**config.mk**
```make
export PLATFORM = sky130hd
export DESIGN_NAME = icu_wide
export DESIGN_NICKNAME = d
export VERILOG_FILES = /design/src/rtl/icu_wide.sv
export SDC_FILE = /design/constraint.sdc
export NUM_CORES = 1
export LEC_CHECK = 0
export CORE_AREA = 2 2 55 57
export DETAILED_ROUTE_END_ITERATION = 12
export DIE_AREA = 0 0 57 59
export GPL_ROUTABILITY_DRIVEN = 0
export PLACE_DENSITY_LB_ADDON = 0.3
export SYNTH_ARGS = -nofsm -noshare
export SYNTH_HDL_FRONTEND = slang
export SYNTH_SLANG_ARGS = --single-unit
export TNS_END_PERCENT = 5
```
**constraint.sdc**
```tcl
create_clock -name clk -period 2.61 [get_ports clk]
set_clock_uncertainty 0.2 [all_clocks]
set_input_delay 0.6525 -clock clk [delete_from_list [all_inputs] [get_ports clk]]
set_output_delay 0.6525 -clock clk [all_outputs]
set_load 0.03 [all_outputs]
```
**src/rtl/icu_wide.sv**
```systemverilog
// icu_wide -- one-bit-style industrial control unit with a WIDTH-bit data path.
//
// Purpose: executes one 4-bit instruction per clock.  Logic ops act on the
// result register RR, stores go to data_out, and jumps/returns move the pc.
// IEN gates the input data and OEN gates stores.  SKZ discards the next
// instruction when RR is all zeros.
//
// Optional feature: define ICU_WIDE_STACK_EN to build a STACK_DEPTH-entry
// return-address stack.  The default build has no stack: JMP only loads pc,
// RTN steps pc and skips the next instruction, and stack_ovf/stack_unf are 0.
//
// Ports:
//   clk       rising-edge clock
//   rst       asynchronous active-low reset
//   i         opcode (instructions::instruction_t)
//   addr_in   JMP target
//   data_in   input data bus
//   data_out  stored data (registered)
//   write     one-cycle store strobe
//   pc        program counter
//   jmp, rtn  one-cycle JMP / RTN pulses
//   flag_o    one-cycle NOPO pulse
//   flag_f    one-cycle NOPF pulse
//   rr_out    result register
//   stack_ovf sticky stack overflow
//   stack_unf sticky stack underflow

package instructions;
  typedef enum logic [3:0] {
    NOPO = 4'h0,
    LD   = 4'h1,
    LDC  = 4'h2,
    AND  = 4'h3,
    ANDC = 4'h4,
    OR   = 4'h5,
    ORC  = 4'h6,
    XNOR = 4'h7,
    STO  = 4'h8,
    STOC = 4'h9,
    IEN  = 4'hA,
    OEN  = 4'hB,
    JMP  = 4'hC,
    RTN  = 4'hD,
    SKZ  = 4'hE,
    NOPF = 4'hF
  } instruction_t;
endpackage

module icu_wide
  import instructions::*;
#(
  parameter int WIDTH       = 4,
  parameter int PC_WIDTH    = 8,
  parameter int STACK_DEPTH = 4
) (
  input  logic                clk,
  input  logic                rst,
  input  instruction_t        i,
  input  logic [PC_WIDTH-1:0] addr_in,
  input  logic [WIDTH-1:0]    data_in,
  output logic [WIDTH-1:0]    data_out,
  output logic                write,
  output logic [PC_WIDTH-1:0] pc,
  output logic                jmp,
  output logic                rtn,
  output logic                flag_o,
  output logic                flag_f,
  output logic [WIDTH-1:0]    rr_out,
  output logic                stack_ovf,
  output logic                stack_unf
);

  if (WIDTH < 1 || PC_WIDTH < 1 || STACK_DEPTH < 1) begin : g_bad_cfg
    $error("icu_wide: WIDTH, PC_WIDTH and STACK_DEPTH must all be >= 1");
  end

  logic [WIDTH-1:0]    rr;
  logic [WIDTH-1:0]    d;
  logic [PC_WIDTH-1:0] pc_inc;
  logic                ien;
  logic                oen;
  logic                skip;

  assign rr_out = rr;

  always_comb begin
    d      = ien ? data_in : '0;
    pc_inc = pc + PC_WIDTH'(1);
  end

`ifdef ICU_WIDE_STACK_EN
  localparam int SP_W = $clog2(STACK_DEPTH + 1);

  logic [SP_W-1:0]     sp;
  logic [SP_W-1:0]     pop_idx;
  logic                stack_full;
  logic                stack_empty;
  logic                push;
  // Sized to the full sp range so sp indexes it directly; entries at or
  // above STACK_DEPTH are never written and are trimmed in synthesis.
  logic [PC_WIDTH-1:0] stack_mem [2**SP_W];

  always_comb begin
    stack_full  = (sp == SP_W'(STACK_DEPTH));
    stack_empty = (sp == '0);
    pop_idx     = sp - SP_W'(1);
    push        = !skip && (i == JMP) && !stack_full;
  end

  // Storage needs no reset: the cleared stack pointer marks it empty.
  always_ff @(posedge clk) begin
    if (push) stack_mem[sp] <= pc_inc;
  end
`else
  assign stack_ovf = 1'b0;
  assign stack_unf = 1'b0;
`endif

  always_ff @(posedge clk or negedge rst) begin
    if (!rst) begin
      rr        <= '0;
      data_out  <= '0;
      ien       <= 1'b0;
      oen       <= 1'b0;
      pc        <= '0;
      skip      <= 1'b0;
      write     <= 1'b0;
      jmp       <= 1'b0;
      rtn       <= 1'b0;
      flag_o    <= 1'b0;
      flag_f    <= 1'b0;
`ifdef ICU_WIDE_STACK_EN
      sp        <= '0;
      stack_ovf <= 1'b0;
      stack_unf <= 1'b0;
`endif
    end else begin
      write  <= 1'b0;
      jmp    <= 1'b0;
      rtn    <= 1'b0;
      flag_o <= 1'b0;
      flag_f <= 1'b0;
      pc     <= pc_inc;
      skip   <= 1'b0;
      // A skipped instruction only advances pc; it cannot re-arm the skip.
      if (!skip) begin
        case (i)
          NOPO: flag_o <= 1'b1;
          LD:   rr <= d;
          LDC:  rr <= ~d;
          AND:  rr <= rr & d;
          ANDC: rr <= rr & ~d;
          OR:   rr <= rr | d;
          ORC:  rr <= rr | ~d;
          XNOR: rr <= ~(rr ^ d);
          STO: begin
            if (oen) begin
              data_out <= rr;
              write    <= 1'b1;
            end
          end
          STOC: begin
            if (oen) begin
              data_out <= ~rr;
              write    <= 1'b1;
            end
          end
          IEN: ien <= data_in[0];
          OEN: oen <= data_in[0];
          JMP: begin
            jmp <= 1'b1;
            pc  <= addr_in;
`ifdef ICU_WIDE_STACK_EN
            if (stack_full) stack_ovf <= 1'b1;
            else            sp        <= sp + SP_W'(1);
`endif
          end
          RTN: begin
            rtn <= 1'b1;
`ifdef ICU_WIDE_STACK_EN
            if (stack_empty) begin
              stack_unf <= 1'b1;
            end else begin
              pc <= stack_mem[pop_idx];
              sp <= pop_idx;
            end
`else
            skip <= 1'b1;
`endif
          end
          SKZ:  skip   <= (rr == '0);
          NOPF: flag_f <= 1'b1;
          default: ;
        endcase
      end
    end
  end

endmodule

```
==> results.json, run 1 <==
{
  "yosys.area.top_type": "dfrtp_1",
  "avgSynthCellArea_sq_um": 9.71,
  "async_flop_share_pct": 100,
  "dieHeight_um": 59,
  "grt_pass1_vias": 1191,
  "coreArea_sq_um": 2710,
  "end_kind": "output pin",
  "place_ws_ns": 0.174,
  "clock-sinks": 24,
  "io_pins": 41,
  "hold_viol": 0,
  "drv_cap": 0,
  "dieArea_sq_um": 3360,
  "path_clk_slew_ns": 0.13,
  "peakVddDrop_v": 0.000717,
  "cellLeakagePower_nw": 0.713,
  "wl_per_cell_um": 14.3,
  "drv_slew": 0,
  "drtPass1Iterations": 4,
  "area_growth_pct": 36.1,
  "yosysUniqueCellTypes": 39,
  "grt_use_total_pct": 19.4,
  "overflow": 0,
  "clockBufferDepth": 2,
  "hpwl_um": 2220,
  "yosys.area.top_type_share_pct": 46.2,
  "final-setup-viol-count": 0,
  "worst_ep_arrival_time_ns": 1.56,
  "synth_cells": 134,
  "ys.flop_type": "dfrtp_1",
  "synthTopCellsByArea": "dfrtp_1 (46%), nand2_1 (4.3%), o21ai_1 (4.2%)",
  "synth_edf_count": 0,
  "worstReg2RegStart": "skip",
  "grt_max_degree": 25,
  "cp_slowest_cell": "clkdlybuf4s50_1",
  "post_cts_buffers": 0,
  "rows": 19,
  "drcViolationCount": 0,
  "ys_warn_count": 0,
  "crit_required_ns": 1.76,
  "wirelength_um": 2960,
  "period_share_pct": 92.5,
  "worstHoldStart": "oen",
  "ant_nets": 0,
  "cp_max_fo": 7,
  "vias": 1204,
  "status": "complete, no violations",
  "postCtsHoldBufs": 0,
  "drive_gt1_share_pct": 8.57,
  "cts_resized": 0,
  "critical_path_buf_inv_count": 1,
  "grt_setup_unrepaired": "false",
  "fin_ws_ns": 0.196,
  "antenna_found_initial": 0,
  "setup-tns-final_ns": 0,
  "fill_cells": 228,
  "die_w_um": 57,
  "hold_class": "reg2reg",
  "criticalPathCategory": "reg2out",
  "syn_area_sq_um": 1300,
  "root_buffer": "clkbuf_4",
  "cpPeakStageDelay_ns": 0.73,
  "finalCriticalPeriod_ns": 2.41,
  "grt_pass1_wl_um": 5010,
  "powerDensity_nw_per_um2": 876,
  "clkLatencyLatePin_ns": 0.31,
  "portBuffers": 38,
  "path_delay_family": "buffers and inverters",
  "start_util_pct": 48.0,
  "crit_path_start": "rr_out[0]",
  "viasPerCell": 5.84,
  "yosysSeqAreaShare_pct": 46.2,
  "ys_ff_latch": 24,
  "cts_made_buffers": 3,
  "h-tree-depth": 1,
  "antenna_cells": 0,
  "cp_cell_sequence": "clkdlybuf4s50_1",
  "cp-start-kind": "register",
  "timing.fmax_mhz": 414,
  "nets": 195,
  "cts_tree": "done",
  "drtIter0Drc": 54
}
==> final cells by class <==
type	count	area, sq um	area share [%]
multi-input cells	101	649	36.7
flip-flops and latches	24	601	33.9
repair buffers	43	418	23.6
well taps	31	38.8	2.19
clock inverters	1	30.0	1.70
clock buffers	3	22.5	1.27
inverters	3	11.3	0.636
==> logic make-up (layout without fill, tap and decap cells) <==
logic type	after synthesis	after routing	synth area share, %
and+or+nand+nor	49	49	20.9
AOI/OAI and AO/OA	36	36	18.2
DFF	24	24	46.2
xor gates and xnor gates	10	10	6.73
buffers and inverters	10	50	4.23
muxes	3	3	2.60
adders and majority gates	1	1	0.961
other	1	2	0.288
==> state kept, by name (all words and copies together) (netlist names) <==
name / cells
data_out: 4
flag_f: 1
flag_o: 1
ien: 1
jmp: 1
oen: 1
pc: 8
rr_out: 4
rtn: 1
skip: 1
write: 1
==> power by group <==
group | leakage (nW) | total [W] | internal, W | switching [W]
combinational | 0.385 | 0.000690 | 0.000313 | 0.000377
sequential | 0.299 | 0.000597 | 0.000479 | 0.000118
clock | 0.0279 | 0.000263 | 0.000155 | 0.000108
==> synth_stat cells, drive strengths merged (3+ instances only) <==
cell type / n
dfrtp: 24
a32o: 4
mux2: 3
xnor2: 5
nor2: 7
nand2b: 3
nand2: 16
o21ai: 14
a21o: 3
nand3: 6
buf: 6
xor2: 5
nand4: 4
inv: 3
a21oi: 7
==> cells in the final DEF (no fill, tap or decap), drive strengths merged, types with 3 or more instances in the layout <==
cell	Yosys	routed
xnor2	5	5
mux2	3	3
a21o	3	3
xor2	5	5
clkbuf	1	3
clkdlybuf4s50	0	38
nand4	4	4
buf	6	5
nor2	7	7
o21ai	14	14
a32o	4	4
inv	3	3
dfrtp	24	24
nand3	6	6
nand2	16	16
nand2b	3	3
a21oi	7	7
==> layer usage <==
layer | part of all wire (%) | track usage (%) | up-vias
met5 | 0 | 0 | -
met4 | 2.2 | 11.6 | 0
met3 | 7.5 | 3.28 | 10
met2 | 49 | 34.3 | 68
met1 | 41 | 22.0 | 563
li1 | - | - | 563
==> path summary, 6_finish.rpt <==
path | to | slack, ns | cells past startpoint
max in group asynchronous | flag_o | 1.49 | 2
setup / recovery | rr_out[0] | 0.20 | 1
min in group asynchronous | pc[0] | 0.48 | 2
hold reg to reg | oen | 0.31 | 1
hold / removal | oen | 0.31 | 1
setup reg to reg | data_out[0] | 1.06 | 4
==> per-stage QoR <==
| stage | cells | cell area (sq um) | hold WS [ns] | utilization (%) | power, W |
|---|---|---|---|---|---|
| floorplan | 135 | 1310 | 0.157 | - | 0.00100 |
| global placement | 202 | 1720 | 0.272 | 63.4 | 0.00128 |
| detailed placement | 202 | 1720 | 0.285 | 63.4 | 0.00130 |
| CTS | 206 | 1770 | 0.316 | 65.3 | 0.00156 |
| global route | 206 | 1770 | 0.350 | 65.3 | 0.00164 |
| finish | 206 | 1770 | 0.310 | 65.3 | 0.00155 |
==> worst reg2reg max path: cells and delay by family, from the launching register on <==
family,cells,cell delay (ns)
simple gates,3,0.67
flops,1,0.50
compound gates,1,0.07
No activity file was read; power rests on OpenSTA's default activity.
==> run 2: changes to the inputs <==
PLACE_DENSITY = 0.8   (was unset)
PLACE_DENSITY_LB_ADDON = unset   (was 0.3)
==> results.json, run 2 (synthesis gave the netlist of run 1 again) <==
{
  "viasPerCell": 5.92,
  "cp_max_fo": 7,
  "criticalPathCategory": "reg2out",
  "final_area_sq_um": 1750,
  "die_w_um": 57,
  "grt_max_degree": 25,
  "drcViolationCount": 0,
  "post_cts_buffers": 0,
  "crit_path_start": "rr_out[2]",
  "timing.fmax_mhz": 410,
  "largest_reg_flops": 8,
  "period_share_pct": 93.4,
  "powerDensity_nw_per_um2": 851,
  "drv_slew": 0,
  "grt_setup_unrepaired": "false",
  "rows": 19,
  "postCtsHoldBufs": 0,
  "hold_viol": 0,
  "overflow": 0,
  "wl_per_cell_um": 14.9,
  "crit_required_ns": 1.76,
  "place_ws_ns": 0.122,
  "final_common_cell": "clkdlybuf4s50_1",
  "cp_slowest_cell": "clkdlybuf4s50_1",
  "ant_nets": 0,
  "fin_ws_ns": 0.171,
  "cts_made_buffers": 3,
  "cp_cell_sequence": "clkdlybuf4s50_1",
  "root_buffer": "clkbuf_4",
  "placed_area_sq_um": 1710,
  "hold_class": "reg2reg",
  "clockBufferDepth": 2,
  "final-setup-viol-count": 0,
  "grt_use_total_pct": 19.8,
  "cpPeakStageDelay_ns": 0.73,
  "finalCriticalPeriod_ns": 2.44,
  "end_kind": "output pin",
  "final_cell_mix": "clkdlybuf4s50_1 (38), dfrtp_1 (24), nand2_1 (15), o21ai_1 (11), a21oi_1 (7)",
  "nets": 194,
  "drv_cap": 0,
  "path_delay_family": "buffers and inverters",
  "cp-start-kind": "register",
  "coreArea_sq_um": 2710,
  "io_pins": 41,
  "vias": 1213,
  "wirelength_um": 3060,
  "grt_pass1_vias": 1135,
  "h-tree-depth": 1,
  "portBuffers": 38,
  "path_clk_slew_ns": 0.13,
  "grt_pass1_wl_um": 5260,
  "worstReg2RegStart": "skip",
  "drtIter0Drc": 34,
  "setup-tns-final_ns": 0,
  "clkLatencyLatePin_ns": 0.32,
  "area_growth_pct": 34.2,
  "drtPass1Iterations": 4,
  "dieArea_sq_um": 3360,
  "hpwl_um": 2280,
  "antenna_found_initial": 0,
  "clock-sinks": 24,
  "cts_tree": "done",
  "worstHoldStart": "data_out[1]",
  "cts_resized": 0,
  "antenna_cells": 0,
  "critical_path_buf_inv_count": 1,
  "largest_register": "pc",
  "drive_gt1_share_pct": 8.05,
  "start_util_pct": 48.0,
  "worst_ep_arrival_time_ns": 1.59,
  "status": "complete, no violations",
  "cellLeakagePower_nw": 0.701,
  "dieHeight_um": 59,
  "p_total_w": 0.00149,
  "peakVddDrop_v": 0.000658
}
[run 2: cell count changes in the layout (fill, tap and decap cells not counted)]
cell,change
bufinv_16,-1
buf_4,-1
clkbuf_8,+1
[run 2: final cells by class]
| class | count | area, sq um |
|---|---|---|
| tap | 31 | 38.8 |
| clock buffer | 4 | 36.3 |
| fill | 237 | 963 |
| timing repair buffer | 42 | 410 |
| sequential | 24 | 601 |
| inverter | 3 | 11.3 |
| multi-input combinational | 101 | 649 |
[run 2: through the flow]
| step | utilization [%] | hold WS (ns) | cells |
|---|---|---|---|
| after global routing | 64.5 | 0.355 | 205 |
| after detailed placement | 63.1 | 0.285 | 201 |
| final | 64.5 | 0.309 | 205 |
| after global placement | 63.1 | 0.270 | 201 |
| after floorplan | - | 0.157 | 135 |
| after CTS | 64.5 | 0.315 | 205 |
[run 2: final timing paths]
path                       cells after the start  slack (ns)          end
hold / removal                                 2        0.31  data_out[1]
setup reg to reg                               4        1.01  data_out[2]
hold reg to reg                                2        0.31  data_out[1]
max in group asynchronous                      2        1.48       flag_o
setup / recovery                               1        0.17    rr_out[2]
min in group asynchronous                      2        0.49          jmp
[run 2: per-layer routing]
metal	wire length (um)	global-route usage (%)
met2	1460	34.3
met4	63	8.31
met1	1310	24.9
met3	219	3.06
met5	0	0
[run 2: power by group]
part	leakage (nW)	total [W]	internal, W	switching, W
Clock	0.0210	0.000194	0.0000853	0.000109
Combinational	0.381	0.000689	0.000312	0.000378
Sequential	0.299	0.000603	0.000479	0.000124
Total	0.701	0.00149	0.000876	0.000611
